## config.mk

```make
export PLATFORM = sky130hd
export DESIGN_NAME = id_ex_stage
export DESIGN_NICKNAME = d
export VERILOG_FILES = /design/src/rtl/id_ex_stage.sv
export SDC_FILE = /design/constraint.sdc
export NUM_CORES = 1
export LEC_CHECK = 0
export ABC_AREA = 0
export ABC_CLOCK_PERIOD_IN_PS = 4780
export BUFFER_PORTS_ARGS = -buffer_cell sky130_fd_sc_hd__buf_2
export CAP_MARGIN = 20
export CELL_PAD_IN_SITES_DETAIL_PLACEMENT = 0
export CELL_PAD_IN_SITES_GLOBAL_PLACEMENT = 1
export CORE_MARGIN = 5
export CORE_UTILIZATION = 28
export CTS_CLUSTER_SIZE = 12
export DETAILED_ROUTE_END_ITERATION = 10
export HOLD_SLACK_MARGIN = 0.1
export PLACE_DENSITY = 0.8
export SLEW_MARGIN = 20
export SYNTH_ARGS = -nofsm -noshare
export SYNTH_HDL_FRONTEND = slang
export SYNTH_SLANG_ARGS = --single-unit
```

## constraint.sdc

```tcl
create_clock -name clk -period 4.78 [get_ports clk]
set_clock_uncertainty 0.1 [all_clocks]
set_input_delay 0.478 -clock clk [delete_from_list [all_inputs] [get_ports clk]]
set_output_delay 0.478 -clock clk [all_outputs]
set_load 0.01 [all_outputs]
```

## src/rtl/id_ex_stage.sv

```systemverilog
// -----------------------------------------------------------------------------
// id_ex_stage
//
// ID/EX pipeline stage of the pipelined RISC-V core.
//
// The stage registers the decode outputs, including the register file data
// read in ID, into the ID/EX register. It also works out load-use and RAW
// hazards and stalls IF/ID by inserting bubbles. A taken branch or jump
// flushes the stage. The stage then presents the EX operands, which are
// forwarded when forwarding is built in.
//
// The register file writes on the falling clock edge. A WB write and an ID
// read in the same cycle therefore already agree inside the register file,
// so there is no WB-to-ID bypass here.
//
// Build option:
//   IDEX_FORWARD_EN  defined   : EX/MEM and MEM/WB forwarding onto ex_op_a/b.
//                               Only a load-use dependence stalls.
//                    undefined : no forwarding. A dependent instruction
//                               stalls until its producer reaches WB, which
//                               takes up to 2 bubbles.
//
// Ports:
//   clk, rst                 rising-edge clock, asynchronous active-high reset
//   id_*                     decode-stage instruction fields and register data
//   flush                    branch/jump taken in EX; loads a bubble
//   exm_rd/_reg_wen/_result  EX/MEM destination, write enable, ALU result
//   mwb_rd/_reg_wen/_data    MEM/WB destination, write enable, writeback data
//   stall_if_id              hold PC and IF/ID (combinational)
//   ex_*                     registered ID/EX contents
//   ex_op_a, ex_op_b         EX operands (combinational from registered state)
//   stall_count              saturating count of stall cycles
// -----------------------------------------------------------------------------
module id_ex_stage #(
   parameter int CTRL_W = 8,
   parameter int CNT_W  = 16
) (
   input  logic              clk,
   input  logic              rst,
   input  logic              id_valid,
   input  logic [31:0]       id_pc,
   input  logic [4:0]        id_rs1,
   input  logic [4:0]        id_rs2,
   input  logic [4:0]        id_rd,
   input  logic              id_use_rs1,
   input  logic              id_use_rs2,
   input  logic [31:0]       id_data1,
   input  logic [31:0]       id_data2,
   input  logic [31:0]       id_imm,
   input  logic [CTRL_W-1:0] id_ctrl,
   input  logic              id_mem_read,
   input  logic              id_reg_wen,
   input  logic              flush,
   input  logic [4:0]        exm_rd,
   input  logic              exm_reg_wen,
   input  logic [31:0]       exm_result,
   input  logic [4:0]        mwb_rd,
   input  logic              mwb_reg_wen,
   input  logic [31:0]       mwb_data,
   output logic              stall_if_id,
   output logic              ex_valid,
   output logic              ex_mem_read,
   output logic              ex_reg_wen,
   output logic [31:0]       ex_pc,
   output logic [31:0]       ex_imm,
   output logic [4:0]        ex_rs1,
   output logic [4:0]        ex_rs2,
   output logic [4:0]        ex_rd,
   output logic [CTRL_W-1:0] ex_ctrl,
   output logic [31:0]       ex_op_a,
   output logic [31:0]       ex_op_b,
   output logic [CNT_W-1:0]  stall_count
);

   // ID/EX register state
   logic              valid_q,    valid_d;
   logic              mem_read_q, mem_read_d;
   logic              reg_wen_q,  reg_wen_d;
   logic [31:0]       pc_q,       pc_d;
   logic [31:0]       imm_q,      imm_d;
   logic [4:0]        rs1_q,      rs1_d;
   logic [4:0]        rs2_q,      rs2_d;
   logic [4:0]        rd_q,       rd_d;
   logic [CTRL_W-1:0] ctrl_q,     ctrl_d;
   logic [31:0]       data1_q,    data1_d;
   logic [31:0]       data2_q,    data2_d;
   logic [CNT_W-1:0]  cnt_q,      cnt_d;

   // ---------------------------------------------------------------------
   // Hazard detection
   // ---------------------------------------------------------------------
   logic hit_ex;     // ID reads the register that the EX instruction writes
   logic load_use;
   logic raw_extra;

   // An x0 index never matches, so x0 can never be a hazard source.
   assign hit_ex = id_valid &
                   ((id_use_rs1 && id_rs1 != 5'd0 && id_rs1 == rd_q) ||
                    (id_use_rs2 && id_rs2 != 5'd0 && id_rs2 == rd_q));

   assign load_use = valid_q & mem_read_q & reg_wen_q & hit_ex;

`ifdef IDEX_FORWARD_EN
   assign raw_extra = 1'b0;

   // The rd_q != 0 test is folded into hit_ex, which already excludes x0.
   logic unused_fwd;
   assign unused_fwd = 1'b0;
`else
   logic hit_exm;

   assign hit_exm = id_valid &
                    ((id_use_rs1 && id_rs1 != 5'd0 && id_rs1 == exm_rd) ||
                     (id_use_rs2 && id_rs2 != 5'd0 && id_rs2 == exm_rd));

   // Without forwarding, the ID instruction waits for its producer to leave
   // both EX and MEM. The falling-edge register file write in WB then covers
   // the rest.
   assign raw_extra = (valid_q & reg_wen_q & (rd_q != 5'd0) & hit_ex) |
                      (exm_reg_wen & (exm_rd != 5'd0) & hit_exm);

   // These inputs are only consumed by the forwarding network.
   logic unused_fwd;
   assign unused_fwd = ^{exm_result, mwb_rd, mwb_reg_wen, mwb_data};
`endif

   // A flush overrides any hazard: the ID instruction is being discarded anyway.
   assign stall_if_id = (load_use | raw_extra) & ~flush;

   // ---------------------------------------------------------------------
   // Next-state logic
   // ---------------------------------------------------------------------
   always_comb begin
      // Default is a bubble with every field driven to zero.
      valid_d    = 1'b0;
      mem_read_d = 1'b0;
      reg_wen_d  = 1'b0;
      pc_d       = '0;
      imm_d      = '0;
      rs1_d      = '0;
      rs2_d      = '0;
      rd_d       = '0;
      ctrl_d     = '0;
      data1_d    = '0;
      data2_d    = '0;

      if (!flush && !stall_if_id) begin
         // Gating the control bits with id_valid keeps an invalid capture a
         // clean bubble, so it cannot trigger hazards or side effects.
         valid_d    = id_valid;
         mem_read_d = id_mem_read & id_valid;
         reg_wen_d  = id_reg_wen & id_valid;
         ctrl_d     = id_valid ? id_ctrl : '0;
         pc_d       = id_pc;
         imm_d      = id_imm;
         rs1_d      = id_rs1;
         rs2_d      = id_rs2;
         rd_d       = id_rd;
         data1_d    = id_data1;
         data2_d    = id_data2;
      end

      cnt_d = cnt_q;
      if (stall_if_id && cnt_q != {CNT_W{1'b1}})
         cnt_d = cnt_q + 1'b1;
   end

   always_ff @(posedge clk or posedge rst) begin
      if (rst) begin
         valid_q    <= 1'b0;
         mem_read_q <= 1'b0;
         reg_wen_q  <= 1'b0;
         pc_q       <= '0;
         imm_q      <= '0;
         rs1_q      <= '0;
         rs2_q      <= '0;
         rd_q       <= '0;
         ctrl_q     <= '0;
         data1_q    <= '0;
         data2_q    <= '0;
         cnt_q      <= '0;
      end else begin
         valid_q    <= valid_d;
         mem_read_q <= mem_read_d;
         reg_wen_q  <= reg_wen_d;
         pc_q       <= pc_d;
         imm_q      <= imm_d;
         rs1_q      <= rs1_d;
         rs2_q      <= rs2_d;
         rd_q       <= rd_d;
         ctrl_q     <= ctrl_d;
         data1_q    <= data1_d;
         data2_q    <= data2_d;
         cnt_q      <= cnt_d;
      end
   end

   // ---------------------------------------------------------------------
   // Operand selection
   // ---------------------------------------------------------------------
`ifdef IDEX_FORWARD_EN
   always_comb begin
      // EX/MEM holds the younger result, so it takes priority over MEM/WB.
      ex_op_a = data1_q;
      if (exm_reg_wen && exm_rd != 5'd0 && exm_rd == rs1_q)
         ex_op_a = exm_result;
      else if (mwb_reg_wen && mwb_rd != 5'd0 && mwb_rd == rs1_q)
         ex_op_a = mwb_data;

      ex_op_b = data2_q;
      if (exm_reg_wen && exm_rd != 5'd0 && exm_rd == rs2_q)
         ex_op_b = exm_result;
      else if (mwb_reg_wen && mwb_rd != 5'd0 && mwb_rd == rs2_q)
         ex_op_b = mwb_data;
   end
`else
   assign ex_op_a = data1_q;
   assign ex_op_b = data2_q;
`endif

   assign ex_valid    = valid_q;
   assign ex_mem_read = mem_read_q;
   assign ex_reg_wen  = reg_wen_q;
   assign ex_pc       = pc_q;
   assign ex_imm      = imm_q;
   assign ex_rs1      = rs1_q;
   assign ex_rs2      = rs2_q;
   assign ex_rd       = rd_q;
   assign ex_ctrl     = ctrl_q;
   assign stall_count = cnt_q;

endmodule

```

Word level (Yosys, flattened, before mapping). Index checks and enable logic that the tools add are counted.

Add/subtract/negate cells: 1. Multipliers: 0. Divide/modulo/power cells: 0. Magnitude comparators: 0. Equality and inequality tests: 5. Shifts and indexed selects: 0. Muxes and demuxes: 12. Bitwise logic cells: 16. Reductions and logical operators: 16.

Operators with widths (count): 2-to-1 mux 32 bit (4); == test 5 bit (4); nonzero test 5 bit (4); adder 16 x 1 -> 16 bit, second input constant (1); 2-to-1 mux 8 bit (2); != test 16 bit, second input constant (1); 2-to-1 mux 5 bit (3); AND 1 bit (13); logical AND 1 bit (8); 2-to-1 mux 1 bit (3); zero test 1 bit (2); logical OR 1 bit (2); OR 1 bit (2); NOT 1 bit (1).

Flip-flop bits (word level): 170. Bits in latches: 0. Memory bits (writable): 0. Bits in read-only memories: 0. Output and inout port bits: 171. Logic and storage cells: 62. Memories: 0.

Logic depth before layout (Yosys ltp). Gate-level depths: netlist of the first run.

Word-level depth: 12. Mapped depth: 9. Depth with buffers taken out: 7.

Worst setup path before layout of the first run. No wires, ideal clock.

Path type: in2out. From: in id_rs2[1]. To: out stall_if_id. Data arrival time: 1.947 ns. Data required time: 4.202 ns. Slack: 2.255 ns. Cell stages on the path: 7. Buffers on the path: 1. Path through: or4_1 > o21ai_1 > nor4_1 > o221ai_1 > nand2_2 > clkbuf_1 > and2_1.

Word-level cells in the longest chain between the ends: 9. Elaborated cells on any way between the ends: 16.

Ends and longest elaborated chain: from (decl) (RTL line 43) `input logic [4:0] id_rs2,`; nonzero test 5 bit (RTL line 99, 114); logical AND 1 bit (RTL line 99, 114); logical AND 1 bit (on tied branches) (RTL line 99, 114); logical OR 1 bit (on tied branches) (RTL line 98, 113); AND 1 bit (on tied branches) (RTL line 97, 112); AND 1 bit (on tied branches) (RTL line 119, 120); OR 1 bit (RTL line 119) `assign raw_extra = (valid_q & reg_wen_q & (rd_q != 5'd0) & hit_ex) |`; OR 1 bit * (RTL line 128) `assign stall_if_id = (load_use | raw_extra) & ~flush;`; AND 1 bit * (RTL line 128); to (decl) (RTL line 60) `output logic stall_if_id,`.

Mark *: on every way between the ends. The rest lies on a longest branch, timed or not.

Worst setup path after layout of the first run.
From: reg rd_q[0], in the netlist ex_rd[0]. To: out stall_if_id.

Word-level cells in the longest chain between the ends: 8. Elaborated cells on any way between the ends: 13.

Ends and longest elaborated chain: from (decl) (RTL line 83) `logic [4:0] rd_q, rd_d;`; from (signal assigned) (RTL line 190) `rd_q <= rd_d;`; == test 5 bit (on tied branches) (RTL line 98, 99); logical AND 1 bit (on tied branches) (RTL line 98, 99); logical OR 1 bit (RTL line 98) `((id_use_rs1 && id_rs1 != 5'd0 && id_rs1 == rd_q) ||`; AND 1 bit (RTL line 97) `assign hit_ex = id_valid &`; AND 1 bit (RTL line 119); OR 1 bit (RTL line 119); OR 1 bit * (RTL line 128); AND 1 bit * (RTL line 128).

Marked as above.

==> results of run 1 <==
[metal layers]
layer / global-route usage / wire length, µm / vias to the layer above
li1: - / - / 2089
met1: 0.1509 / 6196 / 2100
met2: 0.2336 / 8624 / 180
met3: 0.05725 / 1577 / 14
met4: 0.03760 / 221 / 4
met5: 0 / 21 / -
[area by class of cell]
| type | count | area share |
|---|---|---|
| antenna | 2 | 0.0005809 |
| inverter | 2 | 0.001307 |
| tap | 275 | 0.03994 |
| clock inverter | 14 | 0.02091 |
| multi-input combinational | 251 | 0.1913 |
| sequential | 170 | 0.4938 |
| timing repair buffer | 339 | 0.2013 |
| clock buffer | 18 | 0.05097 |
[per-stage QoR]
stage	setup slack [ns]	hold slack, ns	area (µm²)	total power [mW]	util
final	1.791	0.1562	8616	3.260	0.4086
after floorplan	2.033	0.4188	6035	1.705	-
after global routing	1.701	0.1286	8611	3.415	0.4083
after detailed placement	1.729	0.3770	7981	1.879	0.3785
after global placement	1.726	0.3760	7981	1.873	0.3785
after CTS	1.760	0.1317	8611	3.314	0.4083
[state kept, by name, summed over array words and instances (netlist names)]
signal and cells:
ex_mem_read 1, ex_rd 5, ex_rs1 5, ex_pc 32
ex_imm 32, ex_rs2 5, ex_ctrl 8, ex_reg_wen 1
stall_count 16, ex_op_b 32, ex_op_a 32, ex_valid 1
[cells by family (layout without fill, tap and decap cells)]
logic type | count (synthesis) | in the layout | synth area share
fa+ha+maj | 1 | 1 | 0.002074
other cells | 0 | 2 | 0
simple gates | 205 | 205 | 0.2060
compound gates | 10 | 10 | 0.01349
xor+xnor | 33 | 33 | 0.04793
buf+inv | 20 | 373 | 0.02137
mux | 2 | 2 | 0.003734
flops | 170 | 170 | 0.7054
[worst register-to-register path, cell delays in order, from the launching register on]
cell     delay, ns
dfrtp_1       0.44
or4_1         0.53
o311a_1       0.30
o21ai_1       0.09
nand2_2       0.25
a21oi_4       0.26
buf_12        0.34
and3_1        0.38
[where the power goes]
group | internal, mW | leakage (nW) | switching (mW) | total [mW]
combinational | 0.146 | 2.14 | 0.165 | 0.311
sequential | 1.51 | 2.21 | 0.0224 | 1.53
clock | 0.808 | 0.301 | 0.611 | 1.42
[path summary, 6_finish.rpt]
check,start,to,depth (start not counted)
max in group asynchronous,rst,ex_op_b[26]$_DFF_PP0_,4
min in group asynchronous,rst,ex_imm[2]$_DFF_PP0_,3
setup reg to reg,ex_rd[0]$_DFF_PP0_,ex_ctrl[3]$_DFF_PP0_,7
hold / removal,id_data2[10],ex_op_b[10]$_DFF_PP0_,2
setup / recovery,ex_rd[0]$_DFF_PP0_,stall_if_id,6
hold reg to reg,stall_count[9]$_DFFE_PP0P_,stall_count[9]$_DFFE_PP0P_,1
[cell usage in the layout (no fill, tap or decap), types with 3 or more instances in the layout]
master       n
buf_2      335
or4_1        4
and2_1     145
nor4_1       4
nand3_1     13
o21ai_1      3
xnor2_1     25
nor2_1       5
nand4_1      6
clkbuf_16   17
dfrtp_1    170
and3_1      14
nand2_1      7
inv_6        4
xor2_1       8
==> results.py, run 1 <==
metrics = {
    "clocking": {
        "postCtsSetupBuffers": 0,
        "cts_buffer_depth": 2,
        "cts_resized": 0,
        "cts_inserted_buffers": 17,
        "clockRootBuffer": "clkbuf_16",
        "cts_sinks": 170,
        "cts_hold_buf": 1,
        "clkLatencyLatePin_ns": 0.42,
        "htree_levels": 4,
        "cts_tree": "done",
        "clkTransAtPathRegs_ns": 0.07,
    },
    "routing": {
        "drt_iter0_markers": 154,
        "wl_per_cell_um": 15.54,
        "vias": 4387,
        "dr.pass1.iters": 4,
        "drcViolationCount": 0,
        "vias_per_cell": 4.096,
        "ant_nets": 0,
        "wl_um": 16640,
    },
    "yosys": {
        "synth-edff-count": 0,
        "synthArstFlopShare": 1.000,
        "syn_nets": 677,
        "synthesis.area_um2": 6031,
        "yosys.area.top_type": "dfrtp_1",
        "ys.warnings.count": 0,
        "synth-seq-area-share": 0.7054,
        "synthCells": 441,
        "synthFlopType": "dfrtp_1",
        "synth-seq-cells": 170,
        "synth_most_common_cell": "dfrtp_1",
        "synthTopCellsByCount": "dfrtp_1, and2_1, xnor2_1",
        "yosysTopAreaCellShare": 0.7054,
        "syn_area_per_cell_um2": 13.68,
        "yosys-top-cells-area": "dfrtp_1, and2_1, xnor2_1",
        "synth_cell_type_count": 30,
    },
    "critical_path": {
        "slowest_delay_ns": 0.53,
        "crit_path_top_delay_cell": "or4_1",
        "endpoint_kind": "primary output",
        "crit_buf_inv": 1,
        "required_ns": 4.20,
        "crit_type": "flip-flop to primary output",
        "critPathMaxFanout": 18,
        "crit_arrival_ns": 2.41,
        "cp_cell_sequence": "or4_1, o311a_1, o21ai_1, nand2_2, and2_1, buf_2",
        "cp-start-kind": "flip-flop",
        "worst-r2r-setup-slack_ns": 2.03,
        "crit_family": "simple AND/OR/NAND/NOR gates",
    },
    "floorplanning": {
        "die_width_um": 156.8,
        "core_area_um2": 21090,
        "dieArea_um2": 24570,
        "die_h_um": 156.8,
        "ioPinCount": 406,
        "rows": 53,
        "start_util": 0.2860,
    },
    "cells_and_area": {
        "seqCellArea_um2": 4254,
        "multiInputGateArea_um2": 1648,
        "syn2layout_area_growth_pct": 42.86,
        "fin_cells": 1071,
        "fill_cells": 2081,
        "nets": 1017,
        "layout-drive-gt1-share": 0.4736,
    },
    "timing": {
        "slew_headroom": 0.4823,
        "final.period_utilization": 0.6252,
        "fin_crit_ns": 2.989,
        "tightest_slew_ns": 0.7748,
        "finalHoldViolations": 0,
        "fin_tns_setup_ns": 0,
        "drv_slew": 0,
        "rsz0062_at_grt": "false",
        "setup_viol": 0,
        "max_freq_mhz": 334.6,
    },
    "global_route": {
        "grt_use_total": 0.1343,
        "grt_overflow": 0,
        "grt_pass1_vias": 4647,
        "antenna_found_initial": 2,
        "grt_max_degree": 155,
        "grt_pass1_wl_um": 25480,
    },
    "placement": {
        "port-buffer-count": 335,
        "globalplace.congestion": 0.8288,
        "dp_cells": 1036,
        "hpwl_um": 12600,
    },
    "run": {
        "cap_violations": 0,
    },
    "power_and_ir_drop": {
        "vdd_ir_drop_max_v": 0.0002130,
        "pwr_density_cell_nw_per_um2": 378.4,
        "leakagePower_nw": 4.654,
    },
    "status": {
        "outcome": "finished, final reports clean",
    },
    "hold_path": {
        "hp-class": "input port to flip-flop",
    },
}
(Power assumes the default switching activity.)
==> run 2, diff against run 1 <==
--- a/config.mk
+++ b/config.mk
@@ -6,7 +6,7 @@
 export NUM_CORES = 1
 export LEC_CHECK = 0
 export ABC_AREA = 0
-export ABC_CLOCK_PERIOD_IN_PS = 4780
+export ABC_CLOCK_PERIOD_IN_PS = 2500
 export BUFFER_PORTS_ARGS = -buffer_cell sky130_fd_sc_hd__buf_2
 export CAP_MARGIN = 20
 export CELL_PAD_IN_SITES_DETAIL_PLACEMENT = 0
==> constraint.sdc (replaced) <==
create_clock -name clk -period 2.5 [get_ports clk]
set_clock_uncertainty 0.1 [all_clocks]
set_input_delay 0.25 -clock clk [delete_from_list [all_inputs] [get_ports clk]]
set_output_delay 0.25 -clock clk [all_outputs]
set_load 0.01 [all_outputs]
==> run 2 against run 1 <==
Compared with the run above:
- the run now ends with setup timing left
- non-clock buffer count grew 186
- utilization grew 9.1 points
- largest power group unchanged
- critical path depth grew 1
- sequential share of layout area shrank 9.0 points
- total power grew 98%
- largest cell class unchanged
- die area is the same
==> results.py, run 2 (synthesis gave the netlist of run 1 again) <==
metrics = {
    "timing": {
        "tightest_slew_ns": 0.5145,
        "rsz0062_at_grt": "true",
        "fin_crit_ns": 2.521,
        "drv_slew": 0,
        "slew_headroom": 0.6570,
        "fin_tns_setup_ns": -0.02067,
        "max_freq_mhz": 396.7,
        "final.period_utilization": 1.008,
        "finalHoldViolations": 0,
        "layout_setup_ws_ns": -0.02067,
        "setup_viol": 1,
    },
    "status": {
        "outcome": "finished, violations left",
        "violations": "setup timing",
    },
    "cells_and_area": {
        "syn2layout_area_growth_pct": 74.85,
        "final_area_um2": 10550,
        "layout_common_cells": "buf_2, dfrtp_1, dlygate4sd3_1, and2_1, xnor2_1",
        "fill_cells": 1859,
        "nets": 1203,
        "fin_util": 0.5001,
        "layout-drive-gt1-share": 0.4184,
        "layout_commonest_cell": "buf_2",
    },
    "routing": {
        "ant_nets": 0,
        "wl_um": 19940,
        "vias_per_cell": 4.142,
        "dr.pass1.iters": 4,
        "drt_iter0_markers": 170,
        "routed.top_layer": "met4",
        "drcViolationCount": 0,
        "wl_per_cell_um": 15.86,
        "wl_met3_um": 1714,
        "vias": 5206,
        "wl_met2_um": 10250,
        "m1WireLength_um": 7411,
    },
    "clocking": {
        "cts_inserted_buffers": 17,
        "cts_tree": "done",
        "cts_sinks": 170,
        "clkLatencyLatePin_ns": 0.41,
        "htree_levels": 4,
        "cts_buffer_depth": 2,
        "clockRootBuffer": "clkbuf_16",
        "clkTransAtPathRegs_ns": 0.07,
    },
    "global_route": {
        "antenna_found_initial": 2,
        "grt_use_total": 0.1574,
        "grt_pass1_wl_um": 30290,
        "grt_pass1_vias": 5755,
        "grt_max_degree": 89,
        "grt_overflow": 0,
    },
    "critical_path": {
        "cp_cell_sequence": "or4_1, o311a_1, o21ai_1, nand2_2, buf_8, and2_4, buf_6",
        "crit_arrival_ns": 2.17,
        "endpoint_kind": "primary output",
        "crit_type": "flip-flop to primary output",
        "crit_family": "simple AND/OR/NAND/NOR gates",
        "crit_buf_inv": 2,
        "critPathMaxFanout": 2,
        "cp-start-kind": "flip-flop",
        "slowest_delay_ns": 0.52,
        "required_ns": 2.15,
        "crit_path_top_delay_cell": "or4_1",
    },
    "run": {
        "cap_violations": 0,
    },
    "placement": {
        "globalplace.congestion": 0.8151,
        "port-buffer-count": 335,
        "placed_area_um2": 8222,
        "hpwl_um": 13360,
    },
    "floorplanning": {
        "die_h_um": 156.8,
        "rows": 53,
        "die_width_um": 156.8,
        "dieArea_um2": 24570,
        "core_area_um2": 21090,
        "ioPinCount": 406,
        "start_util": 0.2860,
    },
    "power_and_ir_drop": {
        "vdd_ir_drop_max_v": 0.0003942,
        "finalPower_mw": 6.453,
        "leakagePower_nw": 5.507,
        "pwr_density_cell_nw_per_um2": 612.0,
    },
    "hold_path": {
        "hp-class": "input port to flip-flop",
    },
}
[run 2: cell types whose count changed in the layout (fill, tap and decap cells not counted), moves of 2 or more]
cell and delta:
inv_6 +3, inv_8 +2, buf_4 +20, clkinv_8 -2, clkinv_4 -2, buf_12 +7
buf_6 +2, dlygate4sd3_1 +153, clkbuf_16 +4
[run 2: routing by layer]
layer,track usage,vias to the layer above
met1,0.1749,2483
met5,0,-
met3,0.05752,39
met4,0.06157,0
li1,-,2467
met2,0.2745,217
[run 2: worst paths after layout]
kind                                       startpoint                    endpoint  slack (ns)  cells past startpoint
setup / recovery                ex_mem_read$_DFF_PP0_                 stall_if_id       -0.02                      7
hold / removal                               id_valid          ex_valid$_DFF_PP0_        0.14                      2
setup reg to reg                ex_mem_read$_DFF_PP0_        ex_ctrl[0]$_DFF_PP0_        0.08                     10
hold reg to reg            stall_count[9]$_DFFE_PP0P_  stall_count[9]$_DFFE_PP0P_        0.39                      1
max in group asynchronous                         rst       ex_op_b[26]$_DFF_PP0_        1.44                      4
min in group asynchronous                         rst         ex_imm[3]$_DFF_PP0_        0.41                      4
[run 2: where the power goes]
part           leakage, nW  switching, mW  internal, mW
sequential            2.21         0.0433          2.88
combinational         3.00          0.390         0.499
clock                0.288           1.19          1.45
[run 2: what timing repair did]
action                                 4_1_cts  5_1_grt
pin swaps                                    0        1
cloned                                       0        4
hold buffers                               154        0
gates resized for setup                      4        2
endpoints found under the hold margin      323        0
buffers inserted                             2        5
setup endpoints to repair                    1       42
[run 2: through the flow]
stage	cells	hold slack, ns	setup WS (ns)
after floorplan	441	0.2786	-0.01871
after global placement	1058	0.3353	0.02545
after detailed placement	1058	0.3399	-0.01362
after CTS	1246	0.1172	-0.05249
after global routing	1256	0.1474	-0.1026
final	1257	0.1393	-0.02067
[run 2: layout make-up]
type                    count  area, µm²  area share
clock inverters            13      143.9     0.01365
multi-input cells         251       1655      0.1570
flip-flops and latches    170       4254      0.4034
inverters                   2      11.26    0.001068
repair buffers            525       3689      0.3498
diodes                      2      5.005   0.0004746
clock buffers              19      442.9     0.04200
well taps                 275      344.1     0.03263
